--- src/rtl/adder_pkg.sv ---
// Types and width helpers shared between the operand collector and the adder.
package adder_pkg;
    localparam int BITS = 8;

    typedef logic [BITS-1:0] word_t;

    // Width of the partial-group counter: max(1, clog2(n)).
    function automatic int fill_width(input int n);
        return (n <= 2) ? 1 : $clog2(n);
    endfunction

    // Width of the emitted word count, which must be able to hold n itself.
    function automatic int words_width(input int n);
        return $clog2(n + 1);
    endfunction
endpackage

--- src/rtl/operand_collector.sv ---
// Packs num serial operand words into one parallel group; the group appears the cycle after its last word is accepted.
// Stalls input (in_ready low) while a presented group is not taken; flush drops the partial group.
module operand_collector
    import adder_pkg::*;
#(
    parameter int bits = 8,
    parameter int num  = 2,
    localparam int FW  = fill_width(num),
    localparam int WW  = words_width(num)
) (
    input  logic                      clk,
    input  logic                      rst_n,
    input  logic                      in_valid,
    input  logic [bits-1:0]           in_data,
    input  logic                      in_last,
    output logic                      in_ready,
    input  logic                      flush,
    output logic [num-1:0][bits-1:0]  o,
    output logic [WW-1:0]             words,
    output logic [FW-1:0]             fill,
    output logic                      valid_out,
    input  logic                      out_ready
);
    localparam logic [FW-1:0] LAST_SLOT = FW'(num - 1);

    logic [bits-1:0]          r_slot [num];
    logic [num-1:0][bits-1:0] r_o;
    logic [WW-1:0]            r_words;
    logic [FW-1:0]            r_fill;
    logic                     r_valid;

    logic w_accept;
    logic w_complete;

    assign in_ready   = rst_n && (!r_valid || out_ready);
    assign w_accept   = in_valid && in_ready;
    // A flushed word is consumed but never completes a group, even with in_last.
    assign w_complete = w_accept && !flush && ((r_fill == LAST_SLOT) || in_last);

    always_ff @(posedge clk) begin
        if (!rst_n) begin
            r_valid <= 1'b0;
            r_o     <= '0;
            r_words <= '0;
            r_fill  <= '0;
        end else begin
            if (w_complete) begin
                for (int k = 0; k < num; k++) begin
                    if (k < int'(r_fill))
                        r_o[k] <= r_slot[k];
                    else if (k == int'(r_fill))
                        r_o[k] <= in_data;
                    else
                        r_o[k] <= '0;
                end
                r_words <= WW'(r_fill) + WW'(1);
                r_valid <= 1'b1;
            end else if (out_ready) begin
                r_valid <= 1'b0;
            end

            if (flush || w_complete)
                r_fill <= '0;
            else if (w_accept)
                r_fill <= r_fill + FW'(1);
        end
    end

    // Slot storage holds only words of an unfinished group, so it needs no reset.
    always_ff @(posedge clk) begin
        if (w_accept && !flush && !w_complete)
            r_slot[r_fill] <= in_data;
    end

    assign o         = r_o;
    assign words     = r_words;
    assign fill      = r_fill;
    assign valid_out = r_valid;
endmodule

--- config.mk ---
export PLATFORM = sky130hd
export DESIGN_NAME = operand_collector
export DESIGN_NICKNAME = d
export VERILOG_FILES = /design/src/rtl/adder_pkg.sv /design/src/rtl/operand_collector.sv
export SDC_FILE = /design/constraint.sdc
export NUM_CORES = 1
export LEC_CHECK = 0
export ABC_AREA = 0
export CELL_PAD_IN_SITES_DETAIL_PLACEMENT = 1
export CELL_PAD_IN_SITES_GLOBAL_PLACEMENT = 1
export CORE_ASPECT_RATIO = 2
export CORE_MARGIN = 3
export CORE_UTILIZATION = 37
export CTS_CLUSTER_DIAMETER = 50
export DETAILED_ROUTE_END_ITERATION = 6
export GPL_TIMING_DRIVEN = 0
export PLACE_DENSITY = 0.93
export SLEW_MARGIN = 20
export SYNTH_ARGS = -nofsm -noshare
export SYNTH_HDL_FRONTEND = slang
export SYNTH_SLANG_ARGS = --single-unit
--- constraint.sdc ---
create_clock -name clk -period 2.45 [get_ports clk]
set_clock_uncertainty 0.15 [all_clocks]
set_input_delay 0.245 -clock clk [delete_from_list [all_inputs] [get_ports clk]]
set_output_delay 0.245 -clock clk [all_outputs]
set_load 0.03 [all_outputs]
==> results <==
## path summary, 6_finish.rpt
check,endpoint,slack (ns),from,depth (start not counted)
setup / recovery,in_ready,0.14,rst_n,4
hold / removal,words[0]$_SDFFE_PN0P_,0.31,words[0]$_SDFFE_PN0P_,2
setup reg to reg,r_slot[0][7]$_DFFE_PP_,0.74,fill$_SDFFE_PP0N_,3
hold reg to reg,words[0]$_SDFFE_PN0P_,0.31,words[0]$_SDFFE_PN0P_,2
## state kept, by name (all words and copies together) (netlist names)
name       cells
words          2
valid_out      1
o             16
fill           1
r_slot         8
## power breakdown
part / switching, mW / internal [mW] / total (mW)
combinational: 0.0524 / 0.0487 / 0.101
sequential: 0.00573 / 0.486 / 0.492
clock: 0.147 / 0.219 / 0.365
## cell type report
cell class | instances | area, um^2
plain buffers | 5 | 33.8
clock buffers | 3 | 41.3
clock inverters | 1 | 30.0
fillers | 299 | 1250
inverters | 2 | 7.51
multi-input cells | 46 | 388
flip-flops and latches | 28 | 641
well taps | 29 | 36.3
repair buffers | 34 | 340
## synthesized netlist by cell type, types with 2 or more instances
cell type | number | area (um^2)
sky130_fd_sc_hd__dfxtp_1 | 20 | 400
sky130_fd_sc_hd__nand2_1 | 8 | 30.0
sky130_fd_sc_hd__a32o_1 | 8 | 80.1
sky130_fd_sc_hd__buf_2 | 3 | 15.0
sky130_fd_sc_hd__and4_1 | 2 | 17.5
sky130_fd_sc_hd__inv_1 | 2 | 7.51
sky130_fd_sc_hd__mux2i_1 | 16 | 160
sky130_fd_sc_hd__edfxtp_1 | 8 | 240
## metal layers
layer	track usage (%)	wire length (um)	vias up
met5	0	0	-
met4	6.34	30	0
met3	2.39	76	4
met2	28.1	1470	18
met1	17.2	1000	406
li1	-	-	381
## per-stage QoR
stage	total power [mW]	instances	hold WS, ns	TNS, ns
global placement	0.601	145	0.296	-0.124
global route	0.981	148	0.354	0
detailed placement	0.606	145	0.302	-0.129
floorplan	0.551	82	0.194	0
CTS	0.960	148	0.316	0
finish	0.959	148	0.309	0
## kinds of logic (layout without fill, tap and decap cells)
family	Yosys count	count (layout)	share of synthesized area (%)
and+or+nand+nor	16	16	7.93
DFF	28	28	59.7
muxes	16	16	14.9
buffers and inverters	8	45	4.20
AOI/OAI and AO/OA	14	14	13.3
## critical path: stages
cell and delay, ns:
sky130_fd_sc_hd__clkdlybuf4s50_1 0.47, sky130_fd_sc_hd__buf_2 0.33, sky130_fd_sc_hd__and2_1 0.20, sky130_fd_sc_hd__clkdlybuf4s50_1 0.68
==> summary.txt <==
Run status = completed
Fraction of final layout cells sized beyond drive strength 1 = 10.1%
IO Port Bufs = 34
Total standard cell area after synthesis = 1070 um^2
Seq/Total Area, Yosys = 59.7%
Type of the worst min-delay path = reg -> reg
Buffers from clock root to sink, at most = 2
Routed wire per std cell = 17.4 um
Final Max Slew Viols = 0
Final HPWL DP = 2020 um
Min cycle time layout = 2.31 ns
Number of remaining DRC errors = 0
Nets in the synthesized netlist = 96
Worst Path Arrival = 1.92 ns
Peak Freq = 0.433 GHz
Antenna diodes = 0
Number of vias after detailed routing = 809
Remaining max-slew budget at the tightest pin = 73.3%
Setup-violating endpoint count in the final report = 0
Tightest Pin Transition = 0.400 ns
Initial standard-cell utilization of the core = 38.8%
Area growth from synthesis to layout = 41.4%
Clock Sink Count = 28
Avg Synthesized Cell Area = 13.1 um^2
Violation count after the first detailed-routing iteration = 16
Endpoint class of the critical path = output pin
RSZ-0062 raised after global routing = no
YS warnings = 0
Worst path required time = 2.06 ns
Vias in the first global route = 845
Cell Pwr Density = 632 nW/um^2
Number of distinct library cells after synthesis = 23
Register bit total from synthesis = 28
Most frequent cells in the layout = 34 x sky130_fd_sc_hd__clkdlybuf4s50_1, 20 x sky130_fd_sc_hd__dfxtp_1, 16 x sky130_fd_sc_hd__mux2i_1
Clk slew on worst S/H paths = 0.09 ns
# rows = 27
Core area = 2770 um^2
Standby leakage power = 0.579 nW
Routed wire length = 2580 um
First-pass GRT wire length = 4150 um
Count of flip-flops with a built-in enable after synthesis = 8
Number of hold buffers added after CTS = 0
Via-per-instance ratio = 5.47
Post-placement cell area = 1450 um^2
Final net count = 134
Overall overflow remaining after global route = 0
Post-synthesis instance total = 82
Type of element launching the critical path = input pin
Number of search-and-repair iterations in the first detailed-routing pass = 4
Endpoints failing hold = 0
Pin count of the biggest net entering global routing = 20
Inserted Clock Buffers = 3
Maximum Capacitance Violations = 0
Overall die width = 44.1 um
Initial antenna violation count = 0
Die Height = 82.2 um
Worst supply voltage drop on vdd = 0.349 mV
Clk Latency, worst-skew pair = 0.27 ns
Most frequent standard cell in the layout excluding fill and tap cells = sky130_fd_sc_hd__clkdlybuf4s50_1
Util after Layout = 54.8%
Share of the cycle needed by the critical path after routing = 94.4%
H-tree level count = 1
Number of instances resized during post-cts repair = 0
Dpl ws = -0.129 ns
Final design instance area without fill = 1520 um^2
GRT Util Overall = 15.4%
Critical path peak fanout = 19
Antenna Violating Nets Remaining = 0
Primary FF master, synth = sky130_fd_sc_hd__dfxtp_1
Die area = 3620 um^2
Type of the worst setup path = in -> out
Weighted congestion reported at the end of routability-driven placement = 0.794
Share of synthesized flip-flops with an asynchronous set or reset = 0%
Buffer type at the clock tree root = sky130_fd_sc_hd__clkbuf_8
PnR worst setup slack = 0.138 ns
Post-CTS setup-driven buffer insertion count = 0
CTS tree = yes
I/O Pins = 35
(Power assumes the default switching activity.)
